$ cat config.mk
export PLATFORM = sky130hd
export DESIGN_NAME = fetch_unit_flat
export DESIGN_NICKNAME = d
export VERILOG_FILES = /design/src/rtl/fetch_unit_if.sv /design/src/rtl/fetch_unit.sv /design/src/flat_wrapper.sv
export SDC_FILE = /design/constraint.sdc
export NUM_CORES = 1
export LEC_CHECK = 0
export BUFFER_PORTS_ARGS = -buffer_cell sky130_fd_sc_hd__buf_2
export CORE_MARGIN = 5
export CORE_UTILIZATION = 50
export DETAILED_ROUTE_END_ITERATION = 7
export GPL_ROUTABILITY_DRIVEN = 0
export PLACE_DENSITY = 0.8
export SLEW_MARGIN = 10
export SYNTH_ARGS = -nofsm -noshare
export SYNTH_HDL_FRONTEND = slang
export SYNTH_SLANG_ARGS = --single-unit
$ cat constraint.sdc
create_clock -name clk -period 3.9 [get_ports clk]
set_input_delay 0.39 -clock clk [delete_from_list [all_inputs] [get_ports clk]]
set_output_delay 0.39 -clock clk [all_outputs]
set_load 0.01 [all_outputs]
$ cat src/rtl/fetch_unit_if.sv
// rtl/fetch_unit_if.sv - instruction-memory request/response bundle between fetch and imem
interface fetch_unit_if #(
    parameter int ADDR_W = 16,
    parameter int DATA_W = 16
);
    logic              req_valid;
    logic              req_ready;
    logic [ADDR_W-1:0] addr;
    logic              rsp_valid;
    logic [DATA_W-1:0] rsp_data;

    modport master (
        output req_valid,
        output addr,
        input  req_ready,
        input  rsp_valid,
        input  rsp_data
    );

    modport slave (
        input  req_valid,
        input  addr,
        output req_ready,
        output rsp_valid,
        output rsp_data
    );
endinterface

$ cat src/rtl/fetch_unit.sv
// rtl/fetch_unit.sv - single-outstanding instruction fetch stage with flush; FETCH_TIMEOUT_EN adds response timeout
module fetch_unit #(
    parameter int ADDR_W         = 16,
    parameter int DATA_W         = 16,
    parameter int TIMEOUT_CYCLES = 15
) (
    input  logic              clk,
    input  logic              reset_n,
    input  logic [ADDR_W-1:0] pc,
    output logic              pc_en,
    fetch_unit_if.master      imem,
    input  logic              flush,
    output logic              if_valid,
    output logic [DATA_W-1:0] if_instr,
    output logic [ADDR_W-1:0] if_pc,
    input  logic              id_ready,
    output logic              fetch_err
);

    typedef enum logic [2:0] {
        S_IDLE  = 3'd0,
        S_REQ   = 3'd1,
        S_WAIT  = 3'd2,
        S_DRAIN = 3'd3,
        S_FULL  = 3'd4
    } state_t;

    state_t            state;
    state_t            state_nxt;
    logic              accept;
    logic              timeout;
    logic [ADDR_W-1:0] req_pc;

    always_ff @(posedge clk or negedge reset_n) begin
        if (!reset_n) begin
            state <= S_IDLE;
        end else begin
            state <= state_nxt;
        end
    end

    always_comb begin
        state_nxt = state;
        case (state)
            S_IDLE:  state_nxt = flush ? S_IDLE : S_REQ;
            S_REQ: begin
                if (accept) begin
                    state_nxt = flush ? S_DRAIN : S_WAIT;
                end
            end
            S_WAIT: begin
                if (flush) begin
                    state_nxt = imem.rsp_valid ? S_REQ : S_DRAIN;
                end else if (imem.rsp_valid) begin
                    state_nxt = S_FULL;
                end else if (timeout) begin
                    state_nxt = S_REQ;
                end
            end
            S_DRAIN: begin
                if (!flush && (imem.rsp_valid || timeout)) begin
                    state_nxt = S_REQ;
                end
            end
            S_FULL: begin
                if (id_ready || flush) begin
                    state_nxt = S_REQ;
                end
            end
            default: state_nxt = S_IDLE;
        endcase
    end

    always_comb begin
        imem.req_valid = (state == S_REQ);
        imem.addr      = pc;
        accept         = (state == S_REQ) && imem.req_ready;
        pc_en          = accept || flush;
    end

    // Only a response landing in WAIT without a concurrent flush is ever captured.
    always_ff @(posedge clk or negedge reset_n) begin
        if (!reset_n) begin
            if_valid <= 1'b0;
            if_instr <= '0;
            if_pc    <= '0;
            req_pc   <= '0;
        end else begin
            if (accept) begin
                req_pc <= pc;
            end
            if (state == S_WAIT && imem.rsp_valid && !flush) begin
                if_valid <= 1'b1;
                if_instr <= imem.rsp_data;
                if_pc    <= req_pc;
            end else if (state == S_FULL && (id_ready || flush)) begin
                if_valid <= 1'b0;
            end
        end
    end

`ifdef FETCH_TIMEOUT_EN
    localparam int TW = $clog2(TIMEOUT_CYCLES + 1);
    localparam logic [TW-1:0] TMAX = TW'(TIMEOUT_CYCLES);

    logic [TW-1:0] timer;
    logic          waiting;

    assign waiting = (state == S_WAIT) || (state == S_DRAIN);
    assign timeout = waiting && (timer == TMAX) && !imem.rsp_valid && !flush;

    // Any state change restarts the count, so each WAIT/DRAIN visit starts from zero.
    always_ff @(posedge clk or negedge reset_n) begin
        if (!reset_n) begin
            timer     <= '0;
            fetch_err <= 1'b0;
        end else begin
            if (state_nxt != state) begin
                timer <= '0;
            end else if (waiting && timer != TMAX) begin
                timer <= timer + 1'b1;
            end
            if (timeout) begin
                fetch_err <= 1'b1;
            end
        end
    end
`else
    assign timeout   = 1'b0;
    assign fetch_err = 1'b0;
`endif

endmodule

$ cat src/flat_wrapper.sv
// flat-port wrapper written by rule: the top's interface ports become plain ports
module fetch_unit_flat 
#(
    parameter int ADDR_W         = 16,
    parameter int DATA_W         = 16,
    parameter int TIMEOUT_CYCLES = 15
)
  (clk, reset_n, pc, pc_en, flush, if_valid, if_instr, if_pc, id_ready, fetch_err, imem_req_valid, imem_addr, imem_req_ready, imem_rsp_valid, imem_rsp_data);
  fetch_unit_if #(.ADDR_W(ADDR_W), .DATA_W(DATA_W)) imem_i ();
  input  logic clk;
  input  logic reset_n;
  input  logic [ADDR_W-1:0] pc;
  output logic pc_en;
  input  logic flush;
  output logic if_valid;
  output logic [DATA_W-1:0] if_instr;
  output logic [ADDR_W-1:0] if_pc;
  input  logic id_ready;
  output logic fetch_err;
  output wire logic [$bits(imem_i.req_valid)-1:0] imem_req_valid;
  output wire logic [$bits(imem_i.addr)-1:0] imem_addr;
  input wire logic [$bits(imem_i.req_ready)-1:0] imem_req_ready;
  input wire logic [$bits(imem_i.rsp_valid)-1:0] imem_rsp_valid;
  input wire logic [$bits(imem_i.rsp_data)-1:0] imem_rsp_data;
  assign imem_req_valid = imem_i.req_valid;
  assign imem_addr = imem_i.addr;
  assign imem_i.req_ready = imem_req_ready;
  assign imem_i.rsp_valid = imem_rsp_valid;
  assign imem_i.rsp_data = imem_rsp_data;
  fetch_unit #(.ADDR_W(ADDR_W), .DATA_W(DATA_W), .TIMEOUT_CYCLES(TIMEOUT_CYCLES)) u_core (.clk(clk), .reset_n(reset_n), .pc(pc), .pc_en(pc_en), .imem(imem_i), .flush(flush), .if_valid(if_valid), .if_instr(if_instr), .if_pc(if_pc), .id_ready(id_ready), .fetch_err(fetch_err));
endmodule
==> impl_metrics.py <==
metrics = {
    "final_layout": {
        "num_antenna_cells": 0,
        "fillCellCount": 343,
        "finalNetCount": 255,
        "fin_cells": 270,
        "final_area_um2": 2620,
        "area_growth_syn_to_layout_pct": 18.2,
        "drive_gt1_frac": 0.683,
    },
    "clock_network": {
        "clkTransAtPathRegs_ns": 0.09,
        "clk_latency_ns": 0.29,
        "cts_root_buf": "clkbuf_8",
        "htreeDepth": 2,
        "numClockSinks": 52,
        "cts_setup_buffers": 0,
        "cts_buffer_depth": 2,
        "ctsHoldBuffers": 0,
        "cts_tree": "done",
        "cts_resized": 0,
        "cts_buffers": 5,
    },
    "floorplan": {
        "pin_count": 90,
        "die_width_um": 76.6,
        "die_y_um": 76.6,
        "core_area_um2": 4320,
        "die_area_um2": 5870,
        "rows": 24,
        "floorplan.initialDensity": 0.513,
    },
    "timing": {
        "tightestPinTransition_ns": 0.949,
        "fin_crit_ns": 2.45,
        "finalSetupViolations": 0,
        "fin_skew_ns": 0.00845,
        "rsz0062_at_grt": "no",
        "max_freq_ghz": 0.409,
        "finalHoldViolCount": 0,
        "maxSlewHeadroom": 0.368,
        "layout_setup_ws_ns": 1.45,
        "maxSlewViolCount": 0,
        "fin_crit_sh": 0.627,
        "setup_tns_ns": 0,
    },
    "run": {
        "maxCapViolations": 0,
    },
    "power_and_ir_drop": {
        "clkPwrFrac": 0.158,
        "finalPower_uw": 1940,
        "powerDensity_nw_per_um2": 739,
        "swShare": 0.306,
        "power_leakage_uw": 0.00134,
        "vdd_drop_max_mv": 0.328,
        "power_frac_comb": 0.365,
        "p_seq_frac": 0.477,
        "p_int_uw": 1340,
        "p_switching_uw": 592,
    },
    "global_routing": {
        "gr-usage-all-layers": 0.137,
        "grt_antenna_before_repair": 0,
        "grt_pass1_vias": 1434,
        "grt_start_max_net_pins": 53,
        "grt-ovfl-total": 0,
        "grt_pass1_wl_um": 6660,
    },
    "route": {
        "drt_iter0_drc": 47,
        "num_vias": 1354,
        "ant_nets": 0,
        "routed_via_density": 5.01,
        "finalWirelength_um": 3870,
        "drcViolationCount": 0,
        "wl_per_cell_um": 14.3,
        "drt_pass1_iterations": 4,
    },
    "synthesis": {
        "yosysTopAreaCell": "dfrtp_1",
        "ys_warn_count": 0,
        "synth.net_count": 182,
        "synth.distinct_cells": 22,
        "avgSynthCellArea_um2": 15.4,
        "synth_area_um2": 2220,
        "synth_top_cell_area_share": 0.587,
        "synthTopCellsByArea": "dfrtp_1 59%, mux2_2 20%, mux2_4 6.1%, buf_4 5.8%, clkbuf_8 1.2%",
        "synth-seq-cells": 52,
        "ys_seq_area_frac": 0.587,
        "netlist_instances": 144,
    },
    "worst_setup_path": {
        "required_ns": 3.51,
        "critPathKind": "reg -> out",
        "crit_fanout": 17,
        "reg2reg_depth": 3,
        "worstSetupStartpointType": "flop",
        "critPathCaptureType": "primary output",
        "cp.arrival_ns": 2.06,
    },
    "min_path": {
        "hold_path_class": "in -> async",
    },
    "place": {
        "placed_cells": 262,
        "dp_hpwl_um": 2760,
        "place_area_um2": 2520,
        "place_ws_ns": 1.75,
        "portBuffers": 88,
    },
    "status": {
        "status": "finished, final reports clean",
    },
}
## final timing paths
check / slack [ns] / from / to
setup / recovery: 1.45 / u_core.state[2]$_DFFE_PN0P_ / pc_en
hold / removal: 0.10 / reset_n / u_core.if_instr[3]$_DFFE_PN0P_
setup reg to reg: 1.95 / u_core.state[2]$_DFFE_PN0P_ / u_core.req_pc[15]$_DFFE_PN0P_
hold reg to reg: 0.49 / u_core.req_pc[15]$_DFFE_PN0P_ / u_core.if_pc[15]$_DFFE_PN0P_
max in group asynchronous: 3.35 / reset_n / u_core.if_instr[13]$_DFFE_PN0P_
min in group clk: 0.30 / id_ready / u_core.state[2]$_DFFE_PN0P_
## critical path, stage by stage (launching register included)
cell	delay, ns
dfrtp_1	0.44
nor2_1	0.17
and3_1	0.81
or2_2	0.23
buf_2	0.12
## cell usage after synthesis
library cell / number
dfrtp_1: 52
mux2_2: 40
buf_4: 17
mux2_4: 9
nor2_1: 4
o21ai_0: 3
a21oi_1: 2
buf_6: 2
clkbuf_8: 2
and2_1: 1
and2b_2: 1
and3_1: 1
buf_12: 1
conb_1: 1
nand2_1: 1
nand3_4: 1
nor2b_1: 1
nor3b_1: 1
o211a_1: 1
o31ai_1: 1
or2_2: 1
or3b_2: 1
## routing by layer
metal | routed length (um) | vias up | part of all wire | global-route usage
met4 | 23 | 0 | 0.0059 | 0.0507
met2 | 1760 | 63 | 0.46 | 0.215
met1 | 1710 | 660 | 0.44 | 0.177
met3 | 372 | 2 | 0.096 | 0.0437
li1 | - | 629 | - | -
met5 | 0 | - | 0 | 0
## layout make-up
class | count | area, um2 | share of cell area
Sequential cell | 52 | 1300 | 0.497
Multi-Input combinational cell | 70 | 718 | 0.274
Timing Repair Buffer | 88 | 443 | 0.169
Clock buffer | 6 | 82.6 | 0.0315
Tap cell | 52 | 65.1 | 0.0248
Clock inverter | 2 | 10.0 | 0.00382
## stage by stage
stage,utilization,hold slack [ns]
after global routing,0.606,0.169
after CTS,0.605,0.293
final,0.606,0.102
after floorplan,-,0.0944
after global placement,0.584,0.482
after detailed placement,0.584,0.487
## power by group through the flow
stage	registers [uW]	logic (uW)	clock network, uW
floorplan	997	416	0
global placement	926	702	0
detailed placement	934	721	0
CTS	926	723	318
global route	963	776	339
finish	924	707	307
## flip-flops by register name, summed over array words and instances (netlist names)
name,flops
u_core.req_pc,16
u_core.if_pc,16
u_core.state,3
u_core.if_valid,1
u_core.if_instr,16
## layout by cell type (no fill, tap or decap)
cell      Yosys  layout
buf_2         0      87
dfrtp_1      52      52
mux2_2       40      40
mux2_4        9       9
clkbuf_8      2       6
nor2_1        4       4
o21ai_0       3       3
a21oi_1       2       2
clkinv_2      0       2
and2_1        1       1
and3_1        1       1
or2_2         1       1
and2b_2       1       1
nand3_4       1       1
nor2b_1       1       1
nor3b_1       1       1
o211a_1       1       1
or3b_2        1       1
o31ai_1       1       1
nand2_1       1       1
conb_1        1       1
buf_4        17       1
## logic make-up (layout without fill, tap and decap cells)
kind of cell / count (synthesis) / after routing / synth area share
AND/OR/NAND/NOR: 13 / 13 / 0.0389
flip-flops: 52 / 52 / 0.587
AO/OA/AOI/OAI: 7 / 7 / 0.0192
multiplexers: 49 / 49 / 0.264
buffers and inverters: 22 / 96 / 0.0892
other: 1 / 1 / 0.00169
No activity file was read; power rests on OpenSTA's default activity.
